`src/rtl/dbg_pkg.sv`:
```
// Shared definitions for the debug UART transmitter.
// Holds the FSM state encoding and the default bit period.
package dbg_pkg;

    localparam int DBG_CLK_DIV_DEFAULT = 16;

    typedef enum logic [2:0] {
        ST_IDLE  = 3'd0,
        ST_FETCH = 3'd1,
        ST_LOAD  = 3'd2,
        ST_START = 3'd3,
        ST_DATA  = 3'd4,
        ST_STOP  = 3'd5
    } dbg_state_e;

    // Counter width for a range of `value` states, never narrower than one bit.
    function automatic int clog2_min1(input int value);
        return (value > 1) ? $clog2(value) : 1;
    endfunction

endpackage

```
`src/rtl/dbg_baud_gen.sv`:
```
// Bit-period timer: counts 0..CLK_DIV-1 and pulses bit_done on the last cycle.
// clear holds the count at zero so every bit period starts from a known phase.
module dbg_baud_gen
    import dbg_pkg::*;
#(
    parameter int CLK_DIV = DBG_CLK_DIV_DEFAULT
) (
    input  logic clk,
    input  logic rst,
    input  logic clear,
    output logic bit_done
);

    localparam int            CW   = clog2_min1(CLK_DIV);
    localparam logic [CW-1:0] LAST = CW'(CLK_DIV - 1);

    logic [CW-1:0] cnt_q;
    logic [CW-1:0] cnt_d;

    always_comb begin
        bit_done = !clear && (cnt_q == LAST);
        cnt_d    = cnt_q + CW'(1);
        if (clear || bit_done) begin
            cnt_d = '0;
        end
    end

    always_ff @(posedge clk or posedge rst) begin
        if (rst) begin
            cnt_q <= '0;
        end else begin
            cnt_q <= cnt_d;
        end
    end

endmodule

```
`src/rtl/dbg_uart_tx.sv`:
```
// Debug UART transmitter: pops one word from the upstream debug FIFO and sends it
// as start bit, SIZE data bits LSB first, stop bit. Frames run back-to-back while data waits.
module dbg_uart_tx
    import dbg_pkg::*;
#(
    parameter int SIZE    = 8,
    parameter int CLK_DIV = DBG_CLK_DIV_DEFAULT
) (
    input  logic            clk,
    input  logic            rst,
    input  logic            fifo_empty,
    output logic            fifo_rd_en,
    input  logic [SIZE-1:0] fifo_dout,
    output logic            tx,
    output logic            busy
);

    localparam int            IW       = clog2_min1(SIZE);
    localparam logic [IW-1:0] LAST_IDX = IW'(SIZE - 1);

    dbg_state_e      state_q, state_d;
    logic [SIZE-1:0] shreg_q, shreg_d;
    logic [IW-1:0]   idx_q, idx_d;
    logic            tx_q, tx_d;
    logic            busy_q, busy_d;
    logic            rd_en_q, rd_en_d;
    logic            baud_clear;
    logic            bit_done;

    // The bit timer only runs while a frame is on the line.
    assign baud_clear = (state_q == ST_IDLE) || (state_q == ST_FETCH) || (state_q == ST_LOAD);

    dbg_baud_gen #(
        .CLK_DIV (CLK_DIV)
    ) u_baud_gen (
        .clk      (clk),
        .rst      (rst),
        .clear    (baud_clear),
        .bit_done (bit_done)
    );

    always_comb begin
        // NOTE: every _d is given its hold value first so no branch can leave it unassigned and infer a latch.
        state_d = state_q;
        shreg_d = shreg_q;
        idx_d   = idx_q;

        unique case (state_q)
            ST_IDLE: begin
                if (!fifo_empty) begin
                    state_d = ST_FETCH;
                end
            end
            ST_FETCH: begin
                state_d = ST_LOAD;
            end
            ST_LOAD: begin
                shreg_d = fifo_dout;
                idx_d   = '0;
                state_d = ST_START;
            end
            ST_START: begin
                if (bit_done) begin
                    state_d = ST_DATA;
                end
            end
            ST_DATA: begin
                if (bit_done) begin
                    if (idx_q == LAST_IDX) begin
                        state_d = ST_STOP;
                    end else begin
                        idx_d = idx_q + IW'(1);
                    end
                end
            end
            ST_STOP: begin
                if (bit_done) begin
                    state_d = fifo_empty ? ST_IDLE : ST_FETCH;
                end
            end
            default: begin
                state_d = ST_IDLE;
            end
        endcase

        // tx is a registered decode of the current state, so the line trails the
        // state by one cycle: the start bit falls on the third edge after the pop request.
        case (state_q)
            ST_START: tx_d = 1'b0;
            ST_DATA:  tx_d = shreg_q[idx_q];
            default:  tx_d = 1'b1;
        endcase

        busy_d  = (state_d != ST_IDLE);
        rd_en_d = (state_d == ST_FETCH);
    end

    always_ff @(posedge clk or posedge rst) begin
        if (rst) begin
            state_q <= ST_IDLE;
            shreg_q <= '0;
            idx_q   <= '0;
            tx_q    <= 1'b1;
            busy_q  <= 1'b0;
            rd_en_q <= 1'b0;
        end else begin
            // NOTE: non-blocking so every flop samples the pre-edge values, independent of statement order.
            state_q <= state_d;
            shreg_q <= shreg_d;
            idx_q   <= idx_d;
            tx_q    <= tx_d;
            busy_q  <= busy_d;
            rd_en_q <= rd_en_d;
        end
    end

    assign tx         = tx_q;
    assign busy       = busy_q;
    assign fifo_rd_en = rd_en_q;

endmodule
```
`config.mk`:
```
export PLATFORM = sky130hd
export DESIGN_NAME = dbg_uart_tx
export DESIGN_NICKNAME = d
export VERILOG_FILES = /design/src/rtl/dbg_pkg.sv /design/src/rtl/dbg_baud_gen.sv /design/src/rtl/dbg_uart_tx.sv
export SDC_FILE = /design/constraint.sdc
export NUM_CORES = 1
export LEC_CHECK = 0
export ABC_AREA = 1
export CAP_MARGIN = 20
export CORE_MARGIN = 2
export CORE_UTILIZATION = 53
export DETAILED_ROUTE_END_ITERATION = 10
export GPL_ROUTABILITY_DRIVEN = 0
export GPL_TIMING_DRIVEN = 1
export PLACE_DENSITY = 0.77
export SETUP_SLACK_MARGIN = 0.4
export SLEW_MARGIN = 40
export SYNTH_ARGS = -nofsm -noshare
export SYNTH_HDL_FRONTEND = slang
export SYNTH_SLANG_ARGS = --single-unit
export TNS_END_PERCENT = 5
```
`constraint.sdc`:
```
create_clock -name clk -period 1.4 [get_ports clk]
set_input_delay 0.28 -clock clk [delete_from_list [all_inputs] [get_ports clk]]
set_output_delay 0.28 -clock clk [all_outputs]
set_load 0.01 [all_outputs]
```
# Word level (Yosys, flattened, before mapping)
# Index checks and enable logic that the tools add are counted.
# classes
n_reduce_logical	9
order_cmp	1
add_sub_neg	2
mux	14
n_eq_ne	10
# ops
cell	count
2-to-1 mux 3 bit	7
case mux 3 bit (6 select lines)	1
equality test 3 bit, second input constant	3
equality test 3 x 1 -> 1 bit, second input constant	2
equality test 3 x 2 -> 1 bit, second input constant	2
case mux 3 bit (2 select lines)	1
adder 4 x 1 -> 4 bit, second input constant	1
equality test 4 bit, second input constant	1
less-than comparator 3 x 4 -> 1 bit, second input constant	1
2-to-1 mux 4 bit	1
inequality test 2 bit, second input constant	2
adder 3 x 1 -> 3 bit, second input constant	1
binary-select mux 1 bit (select 3 bit)	1
logical NOT 3 bit	1
logical OR 1 bit	3
AND reduction 3 bit	1
nonzero test 3 bit	1
2-to-1 mux 1 bit	2
case mux 1 bit (2 select lines)	1
nonzero test 2 bit	1
logical AND 1 bit	1
logical NOT 1 bit	1
# totals
elab_cells	43
ff_bits	21
output_inout_bits	3

# Longest topological paths before layout
# depth
depth_word	8
depth_mapped	9
mapped_depth_nobuf	8

# Hierarchy
# A second synthesis with hierarchy kept.
# hier_totals
cells_unflattened	113
hier_area_um2	1037.2
# modules_own_cells
mod	instances	area_per_inst_um2	cells_per_inst
dbg_uart_tx	1	839.6	93
dbg_baud_gen	1	197.7	20

# Worst setup path before layout
# Ideal clock, no wire load.
# synth_path
path_kind	register to register
from	register u_baud_gen.cnt_q[0]
to	register busy_q (netlist: busy)
setup_time_ns	0.118
path_stages_with_launch	9
slack_ns	0.185
arrival_ns	1.098
synth_period_minus_slack_ns	1.215
path_buffers	0
cell_sequence	dfrtp_1 -> ha_1 -> nand3_4 -> inv_1 -> nand3_1 -> nand2_1 -> nand3_1 -> nand2_1 -> nand2_1
# synth_via
elab_chain_len	5
word_cells_on_any_way	7
classes_between	eq/ne (1); mux (4); reduce/logical (2)
# synth_lines
item	line_no	rtl
start, declared	dbg_baud_gen.sv:17	logic [CW-1:0] cnt_q;
start signal, assigned	dbg_baud_gen.sv:32	cnt_q <= cnt_d;
equality test 4 bit (*)	dbg_baud_gen.sv:21	bit_done = !clear && (cnt_q == LAST);
logical AND 1 bit (*)	dbg_baud_gen.sv:21	
2-to-1 mux 3 bit (on tied branches)	dbg_uart_tx.sv:77, dbg_uart_tx.sv:63, dbg_uart_tx.sv:68	
case mux 3 bit (6 select lines) (*)	dbg_uart_tx.sv:48	unique case (state_q)
nonzero test 3 bit (*)	dbg_uart_tx.sv:94	busy_d = (state_d != ST_IDLE);
via busy_d	dbg_uart_tx.sv:25	logic busy_q, busy_d;
end signal, assigned	dbg_uart_tx.sv:112	busy_q <= busy_d;
end, declared	dbg_uart_tx.sv:25	
# The timed path passes the listed nets; every way through them passes the cells marked *.
# A chain may end at the register's enable or synchronous reset.

# Final worst setup path
# layout_path
from	register u_baud_gen.cnt_q[1]
to	register busy_q (netlist: busy)
# Same word-level chain as after synthesis.

==> flow_summary.json <==
{
  "status": "completed",
  "max_stage_delay_ns": 0.41,
  "finalCritPeriodShare_pct": 88.9,
  "row_count": 16,
  "grt_max_degree": 15,
  "antenna_found_initial": 0,
  "synthCells": 123,
  "crit_buf_inv": 1,
  "path_class": "reg2reg",
  "drt_wl_total_um": 2080,
  "grt_pass1_vias": 866,
  "portBuffers": 13,
  "cts.clk_slew.worst_paths_ns": 0.12,
  "total_power_mw": 2.33,
  "synth_nets": 137,
  "io_pins": 14,
  "nFillCells": 160,
  "coreArea_sq_um": 1940,
  "maxCapViolations": 0,
  "rsz0062_at_grt": "yes",
  "cp_slowest_cell": "dfrtp_1",
  "vias": 863,
  "relSlewSlack_pct": 83.4,
  "p_per_area_nw_per_um2": 1670,
  "fin_crit_ns": 1.24,
  "worstPathRequired_ns": 1.61,
  "nets": 159,
  "numCtsBuffers": 3,
  "cts_buffer_depth": 2,
  "clkSinkCount": 21,
  "antenna_cells": 0,
  "syn_area_sq_um": 1090,
  "dp_hpwl_um": 1600,
  "ant_nets": 0,
  "skew_ns": 0.0106,
  "synth-async-reset-ratio_pct": 100,
  "dr.pass1.iters": 4,
  "drc_errors": 0,
  "synth_flop_cell": "dfrtp_1",
  "areaGrowthSynthToFinish_pct": 28.0,
  "worstReg2RegStart": "u_baud_gen.cnt_q[1]",
  "critPathMaxFanout": 5,
  "grtUsageTotal_pct": 19.4,
  "worst_pin_slew_ns": 0.249,
  "hold_class": "in2async",
  "synth_seq_cells": 21,
  "synth_common_cells": "nand2_1 (25), dfrtp_1 (20), inv_1 (14)",
  "cpMostUsedCell": "nand2_1",
  "arrival_ns": 1.46,
  "ctsHtreeMaxLevel": 1,
  "hold_violations": 0,
  "grt.overflow.total": 0,
  "yosysSeqAreaShare_pct": 48.3,
  "die_area_sq_um": 2440,
  "synth_top_area_share_pct": 45.9,
  "worstReg2RegEnd": "busy",
  "synth_top_cell_by_area": "dfrtp_1",
  "synth_area_leaders": "dfrtp_1 (46%), nand2_1 (8.6%), inv_1 (4.8%), o21ai_2 (4.8%), nand3_1 (4.1%)",
  "cp.depth": 8,
  "end_kind": "flop",
  "leakage_nw": 0.615,
  "clk-insertion-delay-late_ns": 0.31,
  "start_util_pct": 56.2,
  "fp.dieW_um": 49.4,
  "viasPerCell": 5.05,
  "drive_gt1_share_pct": 33.3,
  "path_cells": "ha_4 -> nand3_4 -> inv_4 -> nand3_2 -> nand2_2 -> nand3_1 -> nand2_1 -> nand2_1",
  "synth.avg_cell_area_sq_um": 8.87,
  "critPathLaunchType": "flop",
  "slew_viol_final": 0,
  "r2r_slack_ns": 0.16,
  "worst-r2r-cell-count": 8,
  "cts_tree": "built",
  "max_freq_mhz": 804,
  "ys_types": 24,
  "setup_viol_count_final": 0,
  "die_height_um": 49.4,
  "grt_pass1_wl_um": 3600,
  "cts_root_buffer": "clkbuf_4",
  "wl_per_cell_um": 12.2,
  "ys_warn_count": 0,
  "drt_iter0_drc": 13,
  "setup_tns_ns": 0,
  "synth_edf_count": 0,
  "vdd_drop_max_mv": 1.01,
  "crit_family": "simple AND/OR/NAND/NOR gates",
  "cts_hold_buf": 0,
  "yosysMostFrequentCell": "nand2_1"
}
==> worst max path at each step <==
stage                        start  endpoint  slack [ns]
3_3_place_gp            fifo_empty      busy        0.02
5_1_grt        u_baud_gen.cnt_q[1]      busy        0.07
6_report       u_baud_gen.cnt_q[1]      busy        0.16
4_1_cts        u_baud_gen.cnt_q[0]      busy        0.16
3_5_place_dp            fifo_empty      busy       -0.03
2_1_floorplan             idx_q[1]      busy        0.23
==> worst register-to-register path: stages, from the launching register on <==
cell and delay (ns):
dfrtp_1 0.41, ha_4 0.18, nand3_4 0.12, inv_4 0.11
nand3_2 0.07, nand2_2 0.07, nand3_1 0.07, nand2_1 0.08
nand2_1 0.05
==> flip-flops by register name, summed over array words and instances (netlist names) <==
signal,flops
shreg_q,8
u_baud_gen.cnt_q,4
idx_q,3
state_q,3
busy,1
fifo_rd_en,1
tx,1
==> power breakdown <==
group | internal (mW) | switching, mW
logic | 0.420 | 0.587
registers | 0.845 | 0.183
clock network | 0.107 | 0.184
==> layer usage <==
layer | share of wire (%) | wire length (um) | vias to the layer above | global-route usage, %
li1 | - | - | 431 | -
met1 | 46 | 948 | 410 | 25.5
met2 | 50 | 1030 | 17 | 33.3
met3 | 3.5 | 73 | 5 | 3.07
met4 | 1.3 | 28 | 0 | 5.56
met5 | 0 | 0 | - | 0
==> metrics by stage <==
stage	utilization [%]	std cells	hold slack, ns	worst slack (ns)	area [sq um]
after floorplan	-	123	0.256	0.233	1120
after CTS	69.2	169	0.144	0.160	1340
after global placement	65.9	163	0.468	0.0207	1280
after global routing	71.9	171	0.130	0.0749	1400
final	71.9	171	0.143	0.156	1400
after detailed placement	65.9	163	0.487	-0.0287	1280
==> cells by family after synthesis <==
kind of cell	count (synthesis)	synth area share (%)
adder cells (fa/ha/maj)	3	3.44
AND/OR/NAND/NOR	56	25.5
AO/OA/AOI/OAI	19	12.2
buffers and inverters	22	9.06
XOR/XNOR	2	1.61
flip-flops	21	48.3
==> cells in the final DEF (no fill, tap or decap), types with 4 or more instances in the layout <==
cell type,n
inv_1,12
nor2_1,9
dfrtp_1,17
inv_2,4
nand3_1,6
o21ai_2,7
nand2_1,24
buf_4,7
clkdlybuf4s50_1,10
nand3_2,4
==> layout make-up <==
cell class                      count  area (sq um)  area share [%]
Tap cell                           27          33.8            2.42
Multi-Input combinational cell     80           539            38.6
Inverter                           19          81.3            5.82
Timing Repair Buffer               20           184            13.2
Clock inverter                      1          5.00           0.358
Clock buffer                        3          22.5            1.61
Sequential cell                    21           531            38.0
==> timing repair <==
action,4_1_cts,5_1_grt
gates resized for setup,15,12
pin swaps,2,4
endpoints found under the setup margin,24,23
buffers inserted,2,2
No activity file was read; power rests on OpenSTA's default activity.
